**config.mk**
```make
export PLATFORM = sky130hd
export DESIGN_NAME = instr_sender
export DESIGN_NICKNAME = d
export VERILOG_FILES = /design/src/rtl/instr_sender.sv
export SDC_FILE = /design/constraint.sdc
export NUM_CORES = 2
export LEC_CHECK = 0
export ABC_AREA = 1
export BUFFER_PORTS_ARGS = -buffer_cell sky130_fd_sc_hd__buf_2
export CORE_MARGIN = 3
export CORE_UTILIZATION = 55
export CTS_CLUSTER_SIZE = 28
export DETAILED_ROUTE_END_ITERATION = 7
export PLACE_DENSITY_LB_ADDON = 0.1
export SYNTH_ARGS = -nofsm -noshare
export SYNTH_HDL_FRONTEND = slang
export SYNTH_SLANG_ARGS = --single-unit
export TNS_END_PERCENT = 20
```
**constraint.sdc**
```tcl
create_clock -name clk -period 7.1 [get_ports clk]
set_clock_uncertainty 0.2 [all_clocks]
set_input_delay 1.775 -clock clk [delete_from_list [all_inputs] [get_ports clk]]
set_output_delay 1.775 -clock clk [all_outputs]
set_load 0.05 [all_outputs]
```
**src/rtl/instr_sender.sv**
```systemverilog
// instr_sender: FIFO-buffered producer for the app_en/app_ack/app_instr instruction handshake
`ifndef END_ISEQ
`define END_ISEQ 4'b0000
`endif
module instr_sender #(
  parameter int ADDR_W = 6
) (
  input  logic              clk,
  input  logic              rst,
  input  logic              in_valid,
  output logic              in_ready,
  input  logic [31:0]       in_data,
  output logic              app_en,
  input  logic              app_ack,
  output logic [31:0]       app_instr,
  output logic              busy,
  output logic [ADDR_W:0]   seq_pending,
  output logic [ADDR_W:0]   fifo_level
);
  localparam int DEPTH = 2 ** ADDR_W;
  localparam logic [3:0] END_OP = `END_ISEQ;
  typedef enum logic {IDLE, SEND} state_t;
  state_t state_q, state_d;
  logic [31:0] mem_q [DEPTH];
  logic [ADDR_W-1:0] wr_q, wr_d, rd_q, rd_d;
  logic [ADDR_W:0] lvl_q, lvl_d, seq_q, seq_d;
  logic push, pop, push_end, pop_end, full;
  always_ff @(posedge clk) begin
    if (rst) begin
      state_q <= IDLE;
      wr_q <= '0;
      rd_q <= '0;
      lvl_q <= '0;
      seq_q <= '0;
    end else begin
      state_q <= state_d;
      wr_q <= wr_d;
      rd_q <= rd_d;
      lvl_q <= lvl_d;
      seq_q <= seq_d;
    end
  end
  always_ff @(posedge clk) begin
    if (push) mem_q[wr_q] <= in_data;
  end
  always_comb begin
    full = lvl_q == (ADDR_W+1)'(DEPTH);
    push = in_valid & ~full;
    pop = app_en & app_ack;
    push_end = push & (in_data[31:28] == END_OP);
    pop_end = pop & (app_instr[31:28] == END_OP);
    wr_d = wr_q + ADDR_W'(push);
    rd_d = rd_q + ADDR_W'(pop);
    lvl_d = lvl_q + (ADDR_W+1)'(push) - (ADDR_W+1)'(pop);
    seq_d = seq_q + (ADDR_W+1)'(push_end) - (ADDR_W+1)'(pop_end);
  end
  always_comb begin
    state_d = state_q;
    if (state_q == IDLE) state_d = (seq_q != '0 || full) ? SEND : IDLE;
    else state_d = pop_end ? IDLE : SEND;
  end
  always_comb begin
    in_ready = ~full;
    app_instr = mem_q[rd_q];
    app_en = ~rst & (state_q == SEND) & (lvl_q != '0);
    busy = state_q == SEND;
    seq_pending = seq_q;
    fifo_level = lvl_q;
  end
endmodule
```
* Word-level counts from Yosys, hierarchy flattened
Memory sizes are Yosys's and may differ from the RTL's. A register that Yosys moved wholly into a read port is not among the register bits.
Cells that the tools add are included.
** Operators by class
- Add/sub/neg operators :: 6
- $mul :: 0
- Divide/modulo/power cells :: 0
- $lt $le $gt $ge :: 0
- Equal/unequal tests :: 1
- Shift operators :: 0
- Mux-type cells :: 6
- Bitwise gates (word level) :: 8
- Reductions and logical operators :: 5
** Operator list (number)
- 7-bit by 1-bit adder with 7-bit output :: 2
- 7-bit nonzero test :: 2
- 7-bit by 1-bit subtractor with 7-bit output :: 2
- 6-bit by 1-bit adder with 6-bit output :: 2
- 4-bit logical NOT :: 2
- 7-bit == test (second input constant) :: 1
- 1-bit bitwise AND :: 6
- 6-bit two-way mux :: 1
- 1-bit two-way mux :: 5
- 1-bit NOT :: 2
- 1-bit logical OR :: 1
** Word-level totals
- Register bits after elaboration :: 27
- Latch bits :: 0
- Memory bits (writable) :: 2048
- Memory bits (read-only) :: 0
- Input bits :: 36
- Logic and storage cells :: 32
- Memories kept :: 1
** Memories
- mem_q :: words 64, bits a word 32, read ports 1, clocked after Yosys merged registers in 1, wr ports 1, RTL line 24 : logic [31:0] mem_q [DEPTH];

* Depth between registers and ports, before layout
- Word-level depth :: 7
- Depth in mapped cells :: 28

* Worst setup path before layout
No wires, ideal clock.
- Path kind :: in2reg
- Start point :: input port rst
- End point :: register seq_q[6] (netlist: seq_pending[6])
- Library setup time :: 0.070 ns
- Arrival :: 4.898 ns
- Data required time :: 6.830 ns
- Setup slack :: 1.932 ns
- Stages on the path :: 20
- Path buffers :: 0
- Path through :: inv_1 nand2_1 a41oi_1 nand2_1 inv_1 nand3_1 nor2_2 and2_1 ha_1 inv_1 ha_1 inv_1 fa_1 o21ai_0 a21oi_1 nor2_1 nor2_1 o21bai_1 o21ai_0 a21oi_1
** Between the ends
- Word-level cells in the longest chain between the ends :: 6
** Ends and longest elaborated chain
- start: declaration :: RTL line 9 : input logic rst,
- 1-bit NOT :: RTL line 65 : app_en = ~rst & (state_q == SEND) & (lvl_q != '0);
- 1-bit bitwise AND (2 in a row) :: RTL line 65
- named net app_en :: RTL line 13 : output logic app_en,
- 1-bit bitwise AND :: RTL line 49 : pop = app_en & app_ack;
- 1-bit bitwise AND :: RTL line 51 : pop_end = pop & (app_instr[31:28] == END_OP);
- 7-bit by 1-bit subtractor with 7-bit output :: RTL line 55 : seq_d = seq_q + (ADDR_W+1)'(push_end) - (ADDR_W+1)'(pop_end);
- end signal: assignment :: RTL line 40 : seq_q <= seq_d;
- end: declaration :: RTL line 26 : logic [ADDR_W:0] lvl_q, lvl_d, seq_q, seq_d;
The timed path passes the listed nets, and every way through them passes these cells.
A chain may end at the register's enable or synchronous reset.

==> impl_metrics.csv <==
group,metric,value,unit
status,outcome,"completed",
synth,synthDistinctLibCells,38,
clock_tree,hold_buffers,0,
synth,netlist.area_leader.share,0.7522,
clock_tree,clk_pin_slew,0.06,ns
synth,ys.flop_type,"edfxtp_1",
critical_path,r2r_setup_slack,1.76,ns
detailed_routing,firstDrtPassIters,6,
pwr,power_frac_clock,0.384,
placement,dp_slack,1.757,ns
synth,syn_avg_cell_area,13.29,sq um
synth,ys_top_cells_by_count,"2,048 x edfxtp_1, 1,117 x nor2_1, 935 x o21ai_0",
detailed_routing,num_vias,53150,
synth,synth-seq-cells,2075,
die,row_count,140,
critical_path,cp_max_fo,147,
sta,finalHoldViolCount,0,
die,dieWidth,391.6,microns
critical_path,timing.rr.start,"rd_q[1]",
placement,io_buffer_count,84,
sta,finalCriticalPeriod,6.171,ns
detailed_routing,drt-total-wl,241500,microns
job,cap_violations,0,
clock_tree,cts_max_level,4,
sta,fmax,162.0,MHz
die,core-area,0.1466,sq mm
critical_path,cp.required,5.12,ns
hold_path,hold-path-endpoint,"wr_q[4]",
synth,synth_sequential_area_ratio,0.7588,
critical_path,critPathKind,"flip-flop to output pin",
clock_tree,postCtsSetupRepairBufs,0,
pwr,combPwrFrac,0.107,
synth,syn_area,0.08176,sq mm
critical_path,arrival,4.20,ns
pwr,seq_power_share,0.510,
placement,gp_congestion,0.8481,
detailed_routing,drt-vias-per-instance,6.406,
hold_path,hold_path_class,"flip-flop to flip-flop",
critical_path,reg2reg_depth,23,
synth,yosysMostFrequentCell,"edfxtp_1",
pwr,p_sw,6.739,mW
pwr,swShare,0.2518,
critical_path,critPathLaunchType,"flip-flop",
sta,tns,0,ns
pwr,power_density,293.7,mW/mm^2
clock_tree,clock_latency,0.81,ns
critical_path,timing.rr.end,"seq_pending[6]",
sta,setup_ws,0.9290,ns
detailed_routing,route.detailed.drc,0,
grt,grt_use_total,0.3139,
die,dieArea,0.1533,sq mm
layout,syn_to_final_growth,11.46,%
sta,max_slew_margin,0.07351,
layout,fillers,10930,
critical_path,cp-end-kind,"output pin",
layout,regArea,0.06206,sq mm
synth,syn_inst,6153,
clock_tree,cts_root_buf,"clkbuf_16",
grt,grt_pass1_wl,347100,microns
pwr,p_leak,29.81,nW
sta,worst_slew_pin_slew,1.390,ns
grt,grt_pass1_vias,49700,
layout,multi_input_area,0.01769,sq mm
die,pin_count,85,
hold_path,hold_start,"wr_q[3]",
synth,synth_top_area_cell,"edfxtp_1",
synth,synth_edf_count,2048,
sta,setup_viol,0,
synth,yosys_warnings,0,
sta,finalMaxSlewViolations,0,
sta,min_period_over_period,0.8692,
grt,antenna_found_initial,12,
clock_tree,clkSinkCount,2075,
grt,grt_max_degree,180,
synth,synthArstFlopShare,0,
detailed_routing,ant_nets,0,
clock_tree,cts_resized,0,
synth,syn_nets,6213,
die,start_util,0.5577,
detailed_routing,dr.first_iter.drc_count,7587,
grt,grt_overflow,0,
clock_tree,cts_tree,"yes",
clock_tree,cts_buffers,203,
clock_tree,cts_buffer_depth,3,
die,die_h,391.6,microns
placement,dp_hpwl,130900,microns
layout,fin_nets,6264,
layout,layout-drive-gt1-share,0.1004,
sta,rsz0062_at_grt,"no",
synth,synthTopCellsByArea,"edfxtp_1 75%, o21ai_0 5.7%, nor2_1 5.1%, nand2_1 2.2%, o22ai_1 2.0%",
pwr,ir_drop,0.0003312,V
pwr,p_int,20.03,mW
detailed_routing,wire_per_inst,29.11,microns
hold_path,whs_path_depth,2,
[power by group through the flow]
stage	Sequential, mW	Clock [mW]	Combinational [mW]
2_1_floorplan	14.0	0	1.77
3_3_place_gp	13.9	0	2.78
3_5_place_dp	13.9	0	2.82
4_1_cts	13.6	10.4	2.83
5_1_grt	13.6	10.9	3.09
6_report	13.6	10.3	2.85
[cells by family (layout without fill, tap and decap cells)]
group	Yosys count	in the layout	share of synthesized area
xor+xnor	3	3	0.0003214
simple gates	1952	1952	0.09633
flops	2075	2075	0.7588
other cells	0	5	0
fa+ha+maj	24	24	0.003856
compound gates	1565	1565	0.1099
buf+inv	534	755	0.03080
[flip-flops by register name, summed over array words and instances (netlist names)]
signal and count:
busy 1, fifo_level 7, mem_q 2048, rd_q 6
seq_pending 7, wr_q 6
[metal layers]
metal  wire length (microns)  vias up  GRT usage  part of all wire
li1                        -    23080          -                 -
met2                  109000     3110     0.4743              0.45
met5                      13        -          0          0.000054
met3                   27960      461    0.06759              0.12
met1                   95830    26490     0.4554              0.40
met4                    8668        2     0.1108             0.036
[critical path: stages, from the launching register on]
cell     delay [ns]
dfxtp_4        0.45
inv_16         0.21
buf_4          0.40
o21ai_0        0.13
o22ai_1        0.18
nand2_1        0.08
nand4_1        0.37
nand3_1        0.29
nand2_1        0.22
buf_2          0.36
[how the worst max path moves through the flow]
stage               cells past startpoint  slack [ns]  startpoint              to
global route                           10        0.79     rd_q[0]   app_instr[20]
floorplan                              20        1.93         rst  seq_pending[6]
detailed placement                     21        1.76         rst  seq_pending[6]
CTS                                    10        1.00     rd_q[0]   app_instr[20]
global placement                       21        1.72         rst  seq_pending[6]
finish                                  9        0.93     rd_q[1]   app_instr[14]
[layout make-up]
class                   instances  area share
diodes                          5   0.0001373
flip-flops and latches       2075      0.6809
inverters                     103    0.004819
clock inverters               120    0.009212
multi-input cells            3544      0.1941
clock buffers                 255     0.05984
repair buffers                277     0.02463
well taps                    1917     0.02632
[per-stage QoR]
step	std cells	util	hold slack [ns]	instance area [sq um]	power, mW
global placement	7916	0.5786	0.3041	84830	16.68
global route	8292	0.6215	0.3324	91130	27.59
detailed placement	7916	0.5786	0.3107	84830	16.72
floorplan	6153	-	0.2801	81760	15.75
CTS	8291	0.6215	0.3228	91120	26.83
finish	8296	0.6216	0.3343	91140	26.77
[layout by cell type (no fill, tap or decap), types with 3 or more instances in the layout]
cell type	Yosys	final
clkbuf_16	0	210
edfxtp_1	2048	2048
nand2_1	472	472
buf_12	0	30
o22ai_1	262	262
o21ai_1	46	46
ha_1	22	22
o221ai_1	180	180
or2_0	6	6
inv_6	0	6
dfxtp_4	0	4
clkinv_2	1	46
o211ai_1	36	36
clkbuf_1	238	42
buf_2	114	84
clkinv_8	0	3
nand3_1	286	286
a21oi_1	93	93
nand4_1	64	64
o21ai_0	935	935
inv_1	95	94
nor2_1	1117	1053
clkinv_1	3	55
nor2_4	0	64
clkbuf_8	0	3
o211ai_2	3	3
diode_2	0	5
bufinv_16	0	10
buf_4	21	163
o21bai_1	5	5
xnor2_1	3	3
clkinvlp_4	0	3
dfxtp_1	27	22
Note: power is estimated with default switching activity, not from simulation.
